**src/rtl/bcd_disp_mux.sv**
```systemverilog
// rtl/bcd_disp_mux.sv - 4-digit multiplexed 7-segment driver for packed BCD values
//
// Holds an incoming BCD value in a shadow register and commits it to the
// display register only at a frame boundary (digit 3 -> digit 0 wrap), so a
// single scan frame never shows a mix of two values. Digits are scanned at
// REFRESH_DIV clocks per slot. Leading zeros can be blanked, and any nibble
// above 9 is shown as 'E' and raises err.
//
// Ports:
//   clk        in   clock, rising edge
//   rst_n      in   asynchronous reset, active low
//   bcd_in     in   [15:0] packed BCD, [3:0] = digit 0 (units)
//   dp_in      in   [3:0] decimal point enables, bit k = digit k
//   in_valid   in   bcd_in/dp_in valid
//   in_ready   out  value can be accepted (transfer on in_valid & in_ready)
//   seg        out  [6:0] segments {a,b,c,d,e,f,g}
//   dp         out  decimal point of the active digit
//   an         out  [3:0] digit enables, at most one enabled
//   err        out  committed value holds a non-BCD nibble
//   frame_tick out  one-cycle pulse after each frame boundary

module bcd_disp_mux #(
    parameter int REFRESH_DIV    = 50000,
    parameter bit SEG_ACTIVE_LOW = 1'b1,
    parameter bit AN_ACTIVE_LOW  = 1'b1,
    parameter bit BLANK_LZ       = 1'b1
) (
    input  logic        clk,
    input  logic        rst_n,
    input  logic [15:0] bcd_in,
    input  logic [3:0]  dp_in,
    input  logic        in_valid,
    output logic        in_ready,
    output logic [6:0]  seg,
    output logic        dp,
    output logic [3:0]  an,
    output logic        err,
    output logic        frame_tick
);

    localparam int             PW       = $clog2(REFRESH_DIV);
    localparam logic [PW-1:0]  PRESC_TC = PW'(REFRESH_DIV - 1);
    localparam logic [6:0]     SEG_OFF  = SEG_ACTIVE_LOW ? 7'h7F : 7'h00;
    localparam logic           DP_OFF   = SEG_ACTIVE_LOW;
    localparam logic [3:0]     AN_OFF   = AN_ACTIVE_LOW ? 4'hF : 4'h0;

    // Active-high segment pattern; anything above 9 renders as 'E'.
    function automatic logic [6:0] seg_decode(input logic [3:0] n);
        logic [6:0] p;
        case (n)
            4'd0:    p = 7'b1111110;
            4'd1:    p = 7'b0110000;
            4'd2:    p = 7'b1101101;
            4'd3:    p = 7'b1111001;
            4'd4:    p = 7'b0110011;
            4'd5:    p = 7'b1011011;
            4'd6:    p = 7'b1011111;
            4'd7:    p = 7'b1110000;
            4'd8:    p = 7'b1111111;
            4'd9:    p = 7'b1111011;
            default: p = 7'b1001111;
        endcase
        return p;
    endfunction

    function automatic logic has_non_bcd(input logic [15:0] v);
        return (v[3:0] > 4'd9) || (v[7:4] > 4'd9) ||
               (v[11:8] > 4'd9) || (v[15:12] > 4'd9);
    endfunction

    logic [PW-1:0] presc_q, presc_d;
    logic [1:0]    idx_q, idx_d;
    logic          pending_q, pending_d;
    logic [15:0]   shadow_bcd_q, shadow_bcd_d;
    logic [3:0]    shadow_dp_q, shadow_dp_d;
    logic [15:0]   disp_q, disp_d;
    logic [3:0]    dpreg_q, dpreg_d;
    logic          err_q, err_d;
    logic          frame_tick_q, frame_tick_d;
    logic [6:0]    seg_q, seg_d;
    logic          dp_q, dp_d;
    logic [3:0]    an_q, an_d;

    logic          tc;
    logic          frame_bnd;
    logic          accept;
    logic          commit;
    logic [3:0]    nib;
    logic          blank;
    logic [6:0]    seg_on;
    logic          dp_on;
    logic [3:0]    an_on;

    always_comb begin
        tc           = (presc_q == PRESC_TC);
        presc_d      = tc ? '0 : presc_q + PW'(1);
        idx_d        = tc ? idx_q + 2'd1 : idx_q;
        frame_bnd    = tc && (idx_q == 2'd3);
        frame_tick_d = frame_bnd;

        // Accept requires pending=0 and commit requires pending=1,
        // so the two can never happen in the same cycle.
        accept       = in_valid && !pending_q;
        commit       = frame_bnd && pending_q;

        pending_d    = pending_q;
        shadow_bcd_d = shadow_bcd_q;
        shadow_dp_d  = shadow_dp_q;
        disp_d       = disp_q;
        dpreg_d      = dpreg_q;
        err_d        = err_q;

        if (accept) begin
            shadow_bcd_d = bcd_in;
            shadow_dp_d  = dp_in;
            pending_d    = 1'b1;
        end
        if (commit) begin
            disp_d    = shadow_bcd_q;
            dpreg_d   = shadow_dp_q;
            err_d     = has_non_bcd(shadow_bcd_q);
            pending_d = 1'b0;
        end

        // Output registers are loaded from next-state values so the display
        // shows the new slot (and a freshly committed value) one cycle after TC.
        case (idx_d)
            2'd0:    nib = disp_d[3:0];
            2'd1:    nib = disp_d[7:4];
            2'd2:    nib = disp_d[11:8];
            default: nib = disp_d[15:12];
        endcase

        case (idx_d)
            2'd1:    blank = BLANK_LZ && (disp_d[15:4] == 12'd0);
            2'd2:    blank = BLANK_LZ && (disp_d[15:8] == 8'd0);
            2'd3:    blank = BLANK_LZ && (disp_d[15:12] == 4'd0);
            default: blank = 1'b0;
        endcase

        an_on  = blank ? 4'b0000 : (4'b0001 << idx_d);
        seg_on = blank ? 7'b0000000 : seg_decode(nib);
        dp_on  = !blank && dpreg_d[idx_d];

        an_d   = AN_ACTIVE_LOW  ? ~an_on  : an_on;
        seg_d  = SEG_ACTIVE_LOW ? ~seg_on : seg_on;
        dp_d   = SEG_ACTIVE_LOW ? ~dp_on  : dp_on;
    end

    always_ff @(posedge clk or negedge rst_n) begin
        if (!rst_n) begin
            presc_q      <= '0;
            idx_q        <= 2'd0;
            pending_q    <= 1'b0;
            shadow_bcd_q <= 16'd0;
            shadow_dp_q  <= 4'd0;
            disp_q       <= 16'd0;
            dpreg_q      <= 4'd0;
            err_q        <= 1'b0;
            frame_tick_q <= 1'b0;
            seg_q        <= SEG_OFF;
            dp_q         <= DP_OFF;
            an_q         <= AN_OFF;
        end else begin
            presc_q      <= presc_d;
            idx_q        <= idx_d;
            pending_q    <= pending_d;
            shadow_bcd_q <= shadow_bcd_d;
            shadow_dp_q  <= shadow_dp_d;
            disp_q       <= disp_d;
            dpreg_q      <= dpreg_d;
            err_q        <= err_d;
            frame_tick_q <= frame_tick_d;
            seg_q        <= seg_d;
            dp_q         <= dp_d;
            an_q         <= an_d;
        end
    end

    assign in_ready   = ~pending_q;
    assign seg        = seg_q;
    assign dp         = dp_q;
    assign an         = an_q;
    assign err        = err_q;
    assign frame_tick = frame_tick_q;

endmodule

```
**config.mk**
```make
export PLATFORM = sky130hd
export DESIGN_NAME = bcd_disp_mux
export DESIGN_NICKNAME = d
export VERILOG_FILES = /design/src/rtl/bcd_disp_mux.sv
export SDC_FILE = /design/constraint.sdc
export NUM_CORES = 1
export LEC_CHECK = 0
export BUFFER_PORTS_ARGS = -buffer_cell sky130_fd_sc_hd__buf_2
export CORE_MARGIN = 5
export CORE_UTILIZATION = 62
export CTS_CLUSTER_DIAMETER = 80
export CTS_CLUSTER_SIZE = 20
export DETAILED_ROUTE_END_ITERATION = 7
export HOLD_SLACK_MARGIN = 0.05
export PLACE_DENSITY = 0.84
export SYNTH_ARGS = -nofsm -noshare
export SYNTH_HDL_FRONTEND = slang
export SYNTH_SLANG_ARGS = --single-unit
```
**constraint.sdc**
```tcl
create_clock -name clk -period 5.1 [get_ports clk]
set_clock_uncertainty 0.05 [all_clocks]
set_input_delay 0.51 -clock clk [delete_from_list [all_inputs] [get_ports clk]]
set_output_delay 0.51 -clock clk [all_outputs]
set_load 0.02 [all_outputs]
```
After elaboration in Yosys (flattened, before gate mapping)
Memories as Yosys holds them, arrays and structs flattened. Cells that the tools add are included.

Memories: 1. Logic and storage cells: 56. Register bits after elaboration: 73. ROM bits: 112. Output and inout bits: 15. Bits of input ports: 23.

Mux-type cells: 12. $lt $le $gt $ge: 5. Bitwise logic cells: 4. Add/sub/neg operators: 2. Shifts and indexed selects: 1. Reductions and logical operators: 14. Eq/ne operators: 5.

Memories: (no name shown) (depth 16, width 7, read ports 1, clocked after memory_dff 0, wr ports 0, line 50) `case (n)`.

Operator list (count): $mux W16 (2); $add A16 B1 Y16 const B (1); $eq A16 B16 Y1 const B (1); $gt A4 B4 Y1 const B (4); $logic_not A12 Y1 (1); $pmux W4 S3 (1); $logic_not A8 Y1 (1); $mux W4 (2); $mux W7 (1); $not A7 Y7 (1); $eq A2 B2 Y1 const B (3); $logic_and A1 B1 Y1 (4); $logic_not A4 Y1 (1); $not A4 Y4 (1); $shl A1 B2 Y4 const A (1); $logic_or A1 B1 Y1 (3); $lt A2 B3 Y1 const B (1); $mux W1 (3); $pmux W1 S3 (1); $add A2 B1 Y2 const B (1); $bmux W1 S2 (1); $eq A2 B1 Y1 const B (1); $logic_not A1 Y1 (2); $logic_not A2 Y1 (1); other kinds (3) (4).

Logic depth before layout (Yosys ltp)
Word-level depth: 9. Gate-level depth with buffers: 14. Mapped depth without buffers: 13.

Least setup slack after synthesis
OpenSTA, ideal clock, no wires.

Path kind: register to register. From: reg presc_q[0]. To: reg seg_q[2], in the netlist seg[2]. Path slack: 2461 ps. Library setup time: 83 ps. Arrival: 2506 ps. Stages on the path, launching flop included: 13. Cells stage by stage: dfrtp_1 -> ha_1 -> and3_1 -> and4_1 -> buf_6 -> xnor2_4 -> inv_4 -> a211oi_2 -> a31oi_1 -> a21oi_1 -> inv_1 -> ha_1 -> a221o_1.

Elaborated cells between the ends (all ways): 17. Those cells by class: eq/ne (4); mux (5); bitwise (1); reduce/logical (6); memory (1).

RTL lines: start, declared (line 71) `logic [PW-1:0] presc_q, presc_d;`; start signal, assigned (line 165) `presc_q <= presc_d;`; $eq A16 B16 Y1 (*) (line 95) `tc = (presc_q == PRESC_TC);`; $mux W2 (*) (line 97) `idx_d = tc ? idx_q + 2'd1 : idx_q;`; via idx_d[0] (line 72) `logic [1:0] idx_q, idx_d;`; $eq A2 B2 Y1 (tied with other cells) (line 127, 134); $pmux W4 S3 (line 127) `case (idx_d)`; $mem_v2 Z16 W7; $mux W7 (*) (line 142) `seg_on = blank ? 7'b0000000 : seg_decode(nib);`; $not A7 Y7 (*) (line 146) `seg_d = SEG_ACTIVE_LOW ? ~seg_on : seg_on;`; via seg_d[2] (line 80) `logic [6:0] seg_q, seg_d;`; end signal, assigned (line 174) `seg_q <= seg_d;`; end, declared (line 80).

Mark *: on every way through the listed nets, which the timed path passes. The rest lies on a longest branch. A chain may end at the register's enable or synchronous reset.

Worst setup path after layout
From: reg presc_q[7]. To: reg seg_q[2], in the netlist seg[2].

Word-level cells in the longest chain between the ends: 8. Elaborated cells between the ends (all ways): 17. Those cells by class: eq/ne (4); mux (5); bitwise (1); reduce/logical (6); memory (1).

Ends and longest elaborated chain: $eq A16 B16 Y1 (*) (line 95); $logic_and A1 B1 Y1 (line 98) `frame_bnd = tc && (idx_q == 2'd3);`; $logic_and A1 B1 Y1 (line 104) `commit = frame_bnd && pending_q;`; $mux W16 (line 118) `if (commit) begin`; $pmux W4 S3 (tied with other cells) (line 127); $mem_v2 Z16 W7 / $pmux W1 S3 (equally long branches); $mux W7 (*) (line 142); $not A7 Y7 (*) (line 146); via seg_d[2] (line 80).

Marks and branches as above.

==> results.sh <==
export IMPL_worst_setup_path_start_kind="flop"
export IMPL_firstDrtPassIters=4
export IMPL_fin_crit_ns=3.49
export IMPL_regArea_sq_um=1840
export IMPL_slew_violations=0
export IMPL_area_growth_pct=13.2
export IMPL_dr_first_iter_drc_count=181
export IMPL_final_layout_size_suffix_gt1_share_pct=28.9
export IMPL_synth_seq_cells=73
export IMPL_status="finished, final reports clean"
export IMPL_core_sq_um=5470
export IMPL_synth_fp_nets=342
export IMPL_fillers=397
export IMPL_final_hold_violation_count=0
export IMPL_path_max_fanout=20
export IMPL_viasPerCell=5.84
export IMPL_crit_chain="nor4_2, and4_1, nand2_1, nand2_1, a31oi_1, a21oi_1, inv_1, ha_1, a221o_1"
export IMPL_cts_tree="done"
export IMPL_clkSlewWorstSetupHoldPaths_ns=0.08
export IMPL_crit_top_cell="nand2_1"
export IMPL_postPlaceCellArea_sq_um=3700
export IMPL_synth_warnings=0
export IMPL_seqPwrFrac_pct=53.4
export IMPL_cp_required_ns=5.32
export IMPL_num_rows=27
export IMPL_syn_avg_cell_area_sq_um=11.1
export IMPL_clkPwrFrac_pct=43.0
export IMPL_final_common_cell="dfrtp_1"
export IMPL_cts_hold_buf=0
export IMPL_clk_latency_ns=0.35
export IMPL_cts_setup_buffers=0
export IMPL_cts_buffer_depth=2
export IMPL_worst_hold_path_type="in -> async"
export IMPL_grt_total_usage_pct=21.7
export IMPL_antenna_found_initial=0
export IMPL_finalWirelength_mm=7.03
export IMPL_syn_area_sq_um=3460
export IMPL_grt_pass1_vias=2555
export IMPL_slowest_delay_ns=0.65
export IMPL_maxCapViolations=0
export IMPL_switching_power_mw=0.251
export IMPL_grt_pass1_wl_mm=12.2
export IMPL_cts_root_buf="clkbuf_8"
export IMPL_p_leak_nw=1.89
export IMPL_h_tree_depth=3
export IMPL_io_buffers=37
export IMPL_fin_crit_sh_pct=68.4
export IMPL_hpwlAfterDp_mm=4.95
export IMPL_crit_type="reg -> reg"
export IMPL_rsz0062_at_grt="false"
export IMPL_crit_family="simple AND/OR/NAND/NOR gates"
export IMPL_power_density_nw_per_um2=295
export IMPL_arrival_ns=3.71
export IMPL_setup_viol=0
export IMPL_postRouteAntennaNets=0
export IMPL_fin_tns_setup_ns=0
export IMPL_p_int_mw=0.905
export IMPL_ys_types=47
export IMPL_drc=0
export IMPL_layout_common_cells="dfrtp_1, nand2_1, buf_2, mux2_2, nor2_1"
export IMPL_grt_max_degree=74
export IMPL_multi_input_area_sq_um=1530
export IMPL_cts_made_buffers=9
export IMPL_max_slew_margin_pct=41.1
export IMPL_avgRoutedWirePerCell_um=16.4
export IMPL_gr_total_overflow=0
export IMPL_max_freq_mhz=287
export IMPL_die_h_um=84.7
export IMPL_tightestPinTransition_ns=0.883
export IMPL_post_cts_resized=0
export IMPL_antenna_cells=0
export IMPL_die_w_um=84.7
export IMPL_final_nets=381
export IMPL_vdd_drop_max_mv=0.207
export IMPL_vias=2506
export IMPL_gp_routability_congestion=0.881
export IMPL_num_io_pins=38
export IMPL_comb_power_share_pct=3.6
export IMPL_syn_inst=313
export IMPL_switching_share_pct=21.7
export IMPL_initial_utilization_pct=63.2
export IMPL_fin_area_sq_um=3920
export IMPL_clock_sinks=73
export IMPL_die_area_sq_um=7180
export IMPL_cp_slowest_cell="and4_1"
export IMPL_end_kind="flop"
export IMPL_path_buf_inv=1
export IMPL_yosysSeqAreaShare_pct=53.2
## layout make-up
type                            count  share of cell area, %
Inverter                            8                  0.831
Tap cell                           72                   2.30
Clock buffer                       10                   3.51
Timing Repair Buffer               40                   5.30
Sequential cell                    73                   47.0
Clock inverter                      6                   2.08
Multi-Input combinational cell    220                   38.9
## flip-flops by register name, indices dropped and copies added, names as in the netlist
name	cells
err	1
frame_tick	1
an	4
dp	1
disp_q	16
dpreg_q	4
pending_q	1
seg	7
presc_q	16
idx_q	2
shadow_dp_q	4
shadow_bcd_q	16
## routing by layer
metal	up-vias	global-route usage, %	part of all wire (%)
met5	-	0	0
met4	0	9.78	1.9
met3	13	5.40	7.3
met2	88	34.6	49
met1	1223	27.9	42
li1	1182	-	-
## kinds of logic after synthesis
family	after synthesis	synth area share [%]
and+or+nand+nor	116	15.8
xor gates and xnor gates	14	4.09
muxes	34	12.3
DFF	73	53.2
buffers and inverters	20	2.71
AOI/OAI and AO/OA	50	9.73
adders and majority gates	6	2.17
## metrics by stage
step	utilization, %	power, mW	hold slack [ns]	setup slack (ns)	cells
finish	71.6	1.16	0.310	1.61	429
global route	71.6	1.20	0.324	1.30	429
CTS	71.6	1.16	0.326	1.64	429
detailed placement	67.6	0.670	0.411	1.66	413
global placement	67.6	0.667	0.394	1.79	413
floorplan	-	0.640	0.164	2.46	313
## power by group through the flow
stage | registers, mW | clock network, mW | logic [mW]
2_1_floorplan | 0.620 | 0 | 0.0204
3_3_place_gp | 0.626 | 0 | 0.0406
3_5_place_dp | 0.627 | 0 | 0.0431
4_1_cts | 0.617 | 0.501 | 0.0434
5_1_grt | 0.620 | 0.530 | 0.0484
6_report | 0.617 | 0.497 | 0.0419
## Yosys cell counts (all sizes together)
cell type	n	area share, %
ha	6	2.2
o22ai	2	0.54
nor2b	1	0.18
o21ai	18	2.6
a21o	8	1.7
mux2i	5	1.6
buf	9	1.4
inv	8	0.94
or4	3	0.65
xor2	3	0.76
dfrtp	61	44
xnor2	11	3.3
nand2b	1	0.18
and4b	1	0.29
dfstp	12	9.1
and4	1	0.25
a211o	2	0.51
a41oi	1	0.25
a311oi	3	0.76
nand2	52	5.6
nor4	7	1.4
a221o	2	0.58
a21boi	2	0.43
mux2	25	8.1
a211oi	2	0.72
nand4	2	0.36
o21a	1	0.22
a21oi	7	1.0
and2	2	0.36
nand3	12	1.7
nand4b	1	0.25
a31oi	2	0.36
clkbuf	3	0.33
and3	7	1.3
nor2	23	2.5
nor3	1	0.14
or3	1	0.18
mux4	4	2.6
and4bb	1	0.36
## path summary, 6_finish.rpt
path	startpoint	end	slack [ns]	cells past startpoint
hold / removal	rst_n	presc_q[2]	0.31	2
hold reg to reg	presc_q[0]	presc_q[0]	0.42	1
min in group clk	dp_in[3]	shadow_dp_q[3]	0.33	2
max in group asynchronous	rst_n	disp_q[6]	4.13	2
setup / recovery	presc_q[7]	seg[2]	1.61	9
setup reg to reg	presc_q[7]	seg[2]	1.61	9
Note: power is estimated with default switching activity, not from simulation.
